[config.mk]
export PLATFORM = sky130hd
export DESIGN_NAME = mem_access_ctrl
export DESIGN_NICKNAME = d
export VERILOG_FILES = /design/src/rtl/mem_access_ctrl.sv
export SDC_FILE = /design/constraint.sdc
export NUM_CORES = 1
export LEC_CHECK = 0
export BUFFER_PORTS_ARGS = -buffer_cell sky130_fd_sc_hd__buf_2
export CAP_MARGIN = 20
export CORE_MARGIN = 2
export CORE_UTILIZATION = 40
export CTS_BUF_LIST = sky130_fd_sc_hd__clkbuf_16
export DETAILED_ROUTE_END_ITERATION = 8
export GPL_TIMING_DRIVEN = 1
export PLACE_DENSITY = 0.75
export SLEW_MARGIN = 30
export SYNTH_ARGS = -nofsm -noshare
export SYNTH_HDL_FRONTEND = slang
export SYNTH_SLANG_ARGS = --single-unit
[constraint.sdc]
create_clock -name clk -period 4.3 [get_ports clk]
set_input_delay 1.29 -clock clk [delete_from_list [all_inputs] [get_ports clk]]
set_output_delay 1.29 -clock clk [all_outputs]
set_load 0.05 [all_outputs]
[src/rtl/mem_access_ctrl.sv]
// Data-memory access sequencer: decodes core requests onto four mapped regions,
// inserts per-region wait states plus busy extension, and returns ready/err.
module mem_access_ctrl #(
  parameter logic [31:0] LIMIT_A = 32'h0004_0000,
  parameter logic [31:0] LIMIT_B = 32'h0006_0000,
  parameter logic [31:0] LIMIT_C = 32'h0006_0004,
  parameter logic [31:0] LIMIT_D = 32'h0008_0000,
  parameter logic [3:0]  WAIT0   = 4'd0,
  parameter logic [3:0]  WAIT1   = 4'd1,
  parameter logic [3:0]  WAIT2   = 4'd2,
  parameter logic [3:0]  WAIT3   = 4'd3,
  parameter logic [7:0]  TIMEOUT = 8'd15
) (
  input  logic        clk,
  input  logic        reset,
  input  logic        req,
  input  logic        we,
  input  logic [31:0] address,
  input  logic [31:0] wdata,
  output logic [31:0] rdata,
  output logic        ready,
  output logic        err,
  output logic        stall,
  output logic [3:0]  mem_select,
  output logic        mem_we,
  output logic [31:0] mem_addr,
  output logic [31:0] mem_wdata,
  input  logic [3:0]  mem_busy,
  input  logic [31:0] mem_rdata0,
  input  logic [31:0] mem_rdata1,
  input  logic [31:0] mem_rdata2,
  input  logic [31:0] mem_rdata3
);

  typedef enum logic [1:0] {S_IDLE, S_WAIT, S_DONE, S_ERR} state_t;

  state_t      r_state, w_state_nxt;
  logic [3:0]  r_wcnt, w_wcnt_nxt;
  logic [7:0]  r_tcnt, w_tcnt_nxt;
  logic [1:0]  r_region, w_region;
  logic        r_we;
  logic [31:0] r_addr, r_wdata, r_rdata;
  logic        w_mapped;
  logic [3:0]  w_wait_sel;
  logic [31:0] w_rdata_sel;
  logic        w_load, w_capture, w_clear;

  // Unsigned decode of the live request address; lower bounds are inclusive.
  always_comb begin
    w_mapped = 1'b1;
    w_region = 2'd0;
    if      (address < LIMIT_A) w_region = 2'd0;
    else if (address < LIMIT_B) w_region = 2'd1;
    else if (address < LIMIT_C) w_region = 2'd2;
    else if (address < LIMIT_D) w_region = 2'd3;
    else                        w_mapped = 1'b0;
  end

  always_comb begin
    case (w_region)
      2'd0:    w_wait_sel = WAIT0;
      2'd1:    w_wait_sel = WAIT1;
      2'd2:    w_wait_sel = WAIT2;
      default: w_wait_sel = WAIT3;
    endcase
  end

  always_comb begin
    case (r_region)
      2'd0:    w_rdata_sel = mem_rdata0;
      2'd1:    w_rdata_sel = mem_rdata1;
      2'd2:    w_rdata_sel = mem_rdata2;
      default: w_rdata_sel = mem_rdata3;
    endcase
  end

  // NOTE: every signal driven here gets a default first; a path that left one unassigned would infer a latch.
  always_comb begin
    w_state_nxt = r_state;
    w_wcnt_nxt  = r_wcnt;
    w_tcnt_nxt  = r_tcnt;
    w_load      = 1'b0;
    w_capture   = 1'b0;
    w_clear     = 1'b0;
    case (r_state)
      S_IDLE: begin
        if (req) begin
          w_load = 1'b1;
          if (w_mapped) begin
            w_state_nxt = S_WAIT;
            w_wcnt_nxt  = w_wait_sel;
            w_tcnt_nxt  = 8'd0;
          end else begin
            w_state_nxt = S_ERR;
            w_clear     = 1'b1;
          end
        end
      end
      S_WAIT: begin
        if (r_wcnt != 4'd0) begin
          w_wcnt_nxt = r_wcnt - 4'd1;
        end else if (!mem_busy[r_region]) begin
          w_state_nxt = S_DONE;
          w_capture   = ~r_we;
        end else if (r_tcnt == TIMEOUT) begin
          w_state_nxt = S_ERR;
          w_clear     = 1'b1;
        end else begin
          w_tcnt_nxt = r_tcnt + 8'd1;
        end
      end
      default: w_state_nxt = S_IDLE;
    endcase
  end

  // NOTE: registers use non-blocking assignments so every update sees pre-edge values.
  always_ff @(posedge clk or posedge reset) begin
    if (reset) begin
      r_state  <= S_IDLE;
      r_wcnt   <= '0;
      r_tcnt   <= '0;
      r_region <= '0;
      r_we     <= 1'b0;
      r_addr   <= '0;
      r_wdata  <= '0;
      r_rdata  <= '0;
    end else begin
      r_state <= w_state_nxt;
      r_wcnt  <= w_wcnt_nxt;
      r_tcnt  <= w_tcnt_nxt;
      if (w_load) begin
        r_addr   <= address;
        r_wdata  <= wdata;
        r_we     <= we;
        r_region <= w_region;
      end
      if (w_capture)    r_rdata <= w_rdata_sel;
      else if (w_clear) r_rdata <= '0;
    end
  end

  // Select and write strobe exist only while the access is held in WAIT.
  assign mem_select = (r_state == S_WAIT) ? (4'b0001 << r_region) : 4'b0000;
  assign mem_we     = (r_state == S_WAIT) & r_we;
  assign ready      = (r_state == S_DONE) | (r_state == S_ERR);
  assign err        = (r_state == S_ERR);
  assign stall      = req & ~ready;
  assign rdata      = r_rdata;
  assign mem_addr   = r_addr;
  assign mem_wdata  = r_wdata;

endmodule

Word level (Yosys, flattened, before mapping). Index checks and enable logic that the tools add are counted. Widths: inputs -> output; s select.

Bitwise logic cells: 5. $add $sub $neg: 2. Shift operators: 1. Reductions and logical operators: 9. Equality and inequality tests: 15. $mul: 0. Divide/modulo/power cells: 0. Multiplexer cells: 42. Magnitude comparators: 5.

Operators by type and width (number): $lt 32x19->1 const B (3); $pmux 32 s3 (1); $mux 32 (2); $mux 8 (5); $lt 32x20->1 const B (1); $mux 2 (9); $mux 4 (4); $pmux 8 s2 (1); $mux 1 (15); $ne 2x2->1 const B (6); $add 8x1->8 const B (1); $eq 2x2->1 const B (4); $eq 8x4->1 const B (1); $pmux 4 s2 (1); $eq 2x1->1 const B (3); $logic_not 2->1 (3); $pmux 2 s3 (1); $reduce_and 6->1 (1); $pmux 2 s2 (1); $reduce_and 4->1 (1); $reduce_bool 2->1 (2); $reduce_bool 4->1 (1); $shl 1x2->4 const A (1); $sub 4x1->4 const B (1); other kinds (8) (10).

Memory bits (writable): 0. Bits in latches: 0. Bits in registers: 113. Output and inout port bits: 104. Memories: 0. Memory bits (read-only): 0. Word-level logic and storage cells: 87.

Logic depth before layout (Yosys ltp).
Depth in word-level cells: 10. Depth in mapped cells: 8.

Least setup slack after synthesis. OpenSTA, ideal clock, no wires.

Path type: in2out. From: input port req. To: output port stall. Path buffers: 0. Data required time: 3.010 ns. Slack: 0.981 ns. Data arrival time: 2.029 ns. Stages: 1. Cells stage by stage: nor2b_1.

Word-level cells in the longest chain between the ends: 1.

Ends and longest elaborated chain: start: declaration (line 16) `input logic req,`; $and 1x1->1 (line 147) `assign stall = req & ~ready;`; end: declaration (line 23) `output logic stall,`.

Every way passes these cells.

Worst setup path after layout. Ends and elaborated chain as after synthesis.

==> key figures <==
Outcome
  – Outcome: complete, no violations

Timing
  – Measured slew at the worst slew-check pin: 809.4 ps
  – Final setup violation count: 0
  – Final Hold Viols: 0
  – Final worst slack: 1143 ps
  – RSZ-0062 raised after global routing: false
  – Final Cycle Share: 73.41%
  – Fin. max-slew vios: 0
  – Final Critical Period: 3157 ps
  – Layout Skew: 6.221 ps
  – Total Neg Setup Slack: 0 ps
  – Max Freq: 316.8 MHz
  – Slew margin rel.: 45.93%

Worst hold path
  – Worst Hold End: mem_addr[18]
  – Hold Crit Class: reg -> reg
  – Hold depth: 2
  – Worst Min Path Start: mem_addr[18]

Route
  – Routed Antenna Nets: 0
  – Initial DRT Pass Iterations: 5
  – Total routed wirelength: 17370 um
  – Routed length per instance: 17.33 um
  – DR vias: 5144
  – 1st-iter DRT viols: 393
  – Remaining DRCs: 0
  – Via-to-Cell Ratio: 5.134

Pwr
  – Worst VDD drop: 0.4589 mV
  – Combinational share of power: 48.8%
  – Leak: 4.112 nW
  – Clk pwr share: 21.9%
  – Sw power: 3.054 mW
  – Pwr Density: 806.7 mW/mm2
  – Pint: 3.090 mW
  – Sw frac: 49.70%
  – Sequential power share: 29.3%

Synthesis
  – Mapped Cells: 509
  – Yosys reg bits: 113
  – Post-synth top area cell: dfrtp_1
  – Commonest cells post-synth: nand2_1, dfrtp_1, mux4_2
  – Top cells by area, synth: dfrtp_1, nand2_1, mux4_2
  – Avg Cell Area, Syn: 10.53 um2
  – Most frequent cell after synthesis: nand2_1
  – Ys async rst share: 100.0%
  – Post-synthesis sequential area ratio: 52.75%
  – Synth unique cells: 42
  – Post-synth EDFFs: 0
  – Most used DFF post-synth: dfrtp_1
  – Synth top area share: 52.75%
  – Post-Syn Area: 0.005360 mm2
  – Yosys warning count: 0
  – Synth Net Count: 712

Finish
  – Area grow syn2layout: 42.09%
  – Nets: 1011
  – Util after Layout: 57.74%
  – Share of post-route cells with drive strength above 1: 46.77%
  – Layout fillers: 1157

Critical path
  – Crit Path Class: in -> out
  – Crit path max fanout: 3
  – Worst flop-to-flop path endpoint: rdata[1]
  – Req. time, crit path: 3010 ps
  – Worst setup SP type: input pin
  – Crit path DAT: 1870 ps
  – R2R setup slack: 1740 ps
  – FF-to-FF path depth: 8
  – Worst flop-to-flop path startpoint: r_wcnt[0]
  – Critical Path Sink Type: output pin

CTS
  – CTS resizes: 0
  – Clock Path Buffers: 2
  – Worst skew pair latency: 410 ps
  – CTS tree: built
  – Post-CTS Setup Repair Bufs: 0
  – CTS root buffer: clkbuf_16
  – Clock sink total: 113
  – Number of CTS-inserted buffers: 17
  – Post-CTS Hold Buffers: 0
  – H-tree depth: 4
  – Clock transition at path regs: 50 ps

Place
  – Place WS: 1138 ps
  – I/O Buffers: 303
  – Post-DP HPWL: 13130 um
  – RD Place Congestion: 0.9255

Die
  – Die Y: 119.8 um
  – Die ar.: 0.01434 mm2
  – I/O Pins: 304
  – Initial core utilization: 40.64%
  – Die W: 119.8 um
  – Core ar.: 0.01319 mm2
  – Rows: 42

Run
  – Max-Cap Viols: 0

Global route
  – GRT Util Overall: 24.55%
  – First-pass GRT wire length: 26760 um
  – Antenna violations before repair: 5
  – Vias in the first global route: 5090
  – Largest net degree at the start of global routing: 50
  – Gr ovfl total: 0
==> cell type report <==
type	count	area [um2]	area share, %
Clock buffer	17	425.4	5.586
Inverter	5	21.27	0.2793
Sequential cell	113	2829	37.14
Timing Repair Buffer	313	1592	20.90
Tap cell	176	220.2	2.891
Clock inverter	15	142.6	1.873
Antenna cell	5	12.51	0.1643
Multi-Input combinational cell	358	2374	31.16
==> cells in the final DEF, fill, tap and decap left out, types with 2 or more instances in the layout <==
master      instances
and2_1              3
and3_1              5
nor3_1              4
bufinv_16           2
clkinvlp_4          3
nand4_1             5
a21oi_1             5
nor2_1             16
buf_2             303
ha_1                3
nor3_4              2
diode_2             5
clkbuf_16          17
and4_1              2
nor2b_1             3
clkinv_4            2
dfrtp_1           112
a22o_1             32
nand2_1           204
inv_1               4
nor4_1              6
o21ai_0             9
inv_6               2
mux4_2             33
clkinv_2            2
nand2b_1            3
clkinv_1            4
a21oi_2             2
buf_4              10
==> per-stage QoR <==
step / instances / area (um2) / hold WS [ps] / power (mW)
floorplan: 509 / 5360 / 458.2 / 4.021
global placement: 965 / 7036 / 452.8 / 4.772
detailed placement: 965 / 7036 / 456.4 / 4.818
CTS: 997 / 7604 / 470.0 / 6.191
global route: 1002 / 7616 / 486.4 / 6.465
finish: 1002 / 7616 / 464.3 / 6.144
==> logic make-up after synthesis <==
logic type	Yosys count	share of synthesized area [%]
AO/OA/AOI/OAI	57	8.193
XOR/XNOR	2	0.3269
adder cells (fa/ha/maj)	3	0.7004
buffers and inverters	38	3.245
flip-flops	113	52.75
multiplexers	35	14.26
AND/OR/NAND/NOR	261	20.52
==> worst max-delay path by stage <==
stage                from            end  slack (ps)  depth (start not counted)
6_report              req          stall        1140                          3
5_1_grt        r_state[1]  mem_select[0]        1060                          3
4_1_cts        r_state[1]  mem_select[1]        1140                          3
3_5_place_dp          req          stall        1140                          3
3_3_place_gp          req          stall        1160                          3
2_1_floorplan       reset    mem_addr[0]          20                          1
==> power groups by stage <==
stage	clock, mW	combinational (mW)	sequential [mW]
after floorplan	0	0.797	3.22
after global placement	0	2.97	1.80
after detailed placement	0	3.02	1.80
after CTS	1.38	3.02	1.80
after global routing	1.44	3.17	1.85
final	1.35	3.00	1.80
==> layer usage <==
layer	global-route usage, %	vias up	part of all wire, %
met3	7.177	43	8.5
met4	12.35	0	4.1
met1	30.83	2465	39
li1	-	2370	-
met5	0	-	0
met2	38.82	266	48
==> worst max-delay path, cell delays in order <==
cell     delay, ps
buf_2           90
nor2b_1        190
buf_2          300
==> state kept, by name, indices dropped and copies added (netlist names) <==
name and flops:
mem_addr 32, mem_wdata 32, rdata 32, r_tcnt 8, r_wcnt 4, r_region 2
r_state 2, r_we 1
(Power assumes the default switching activity.)
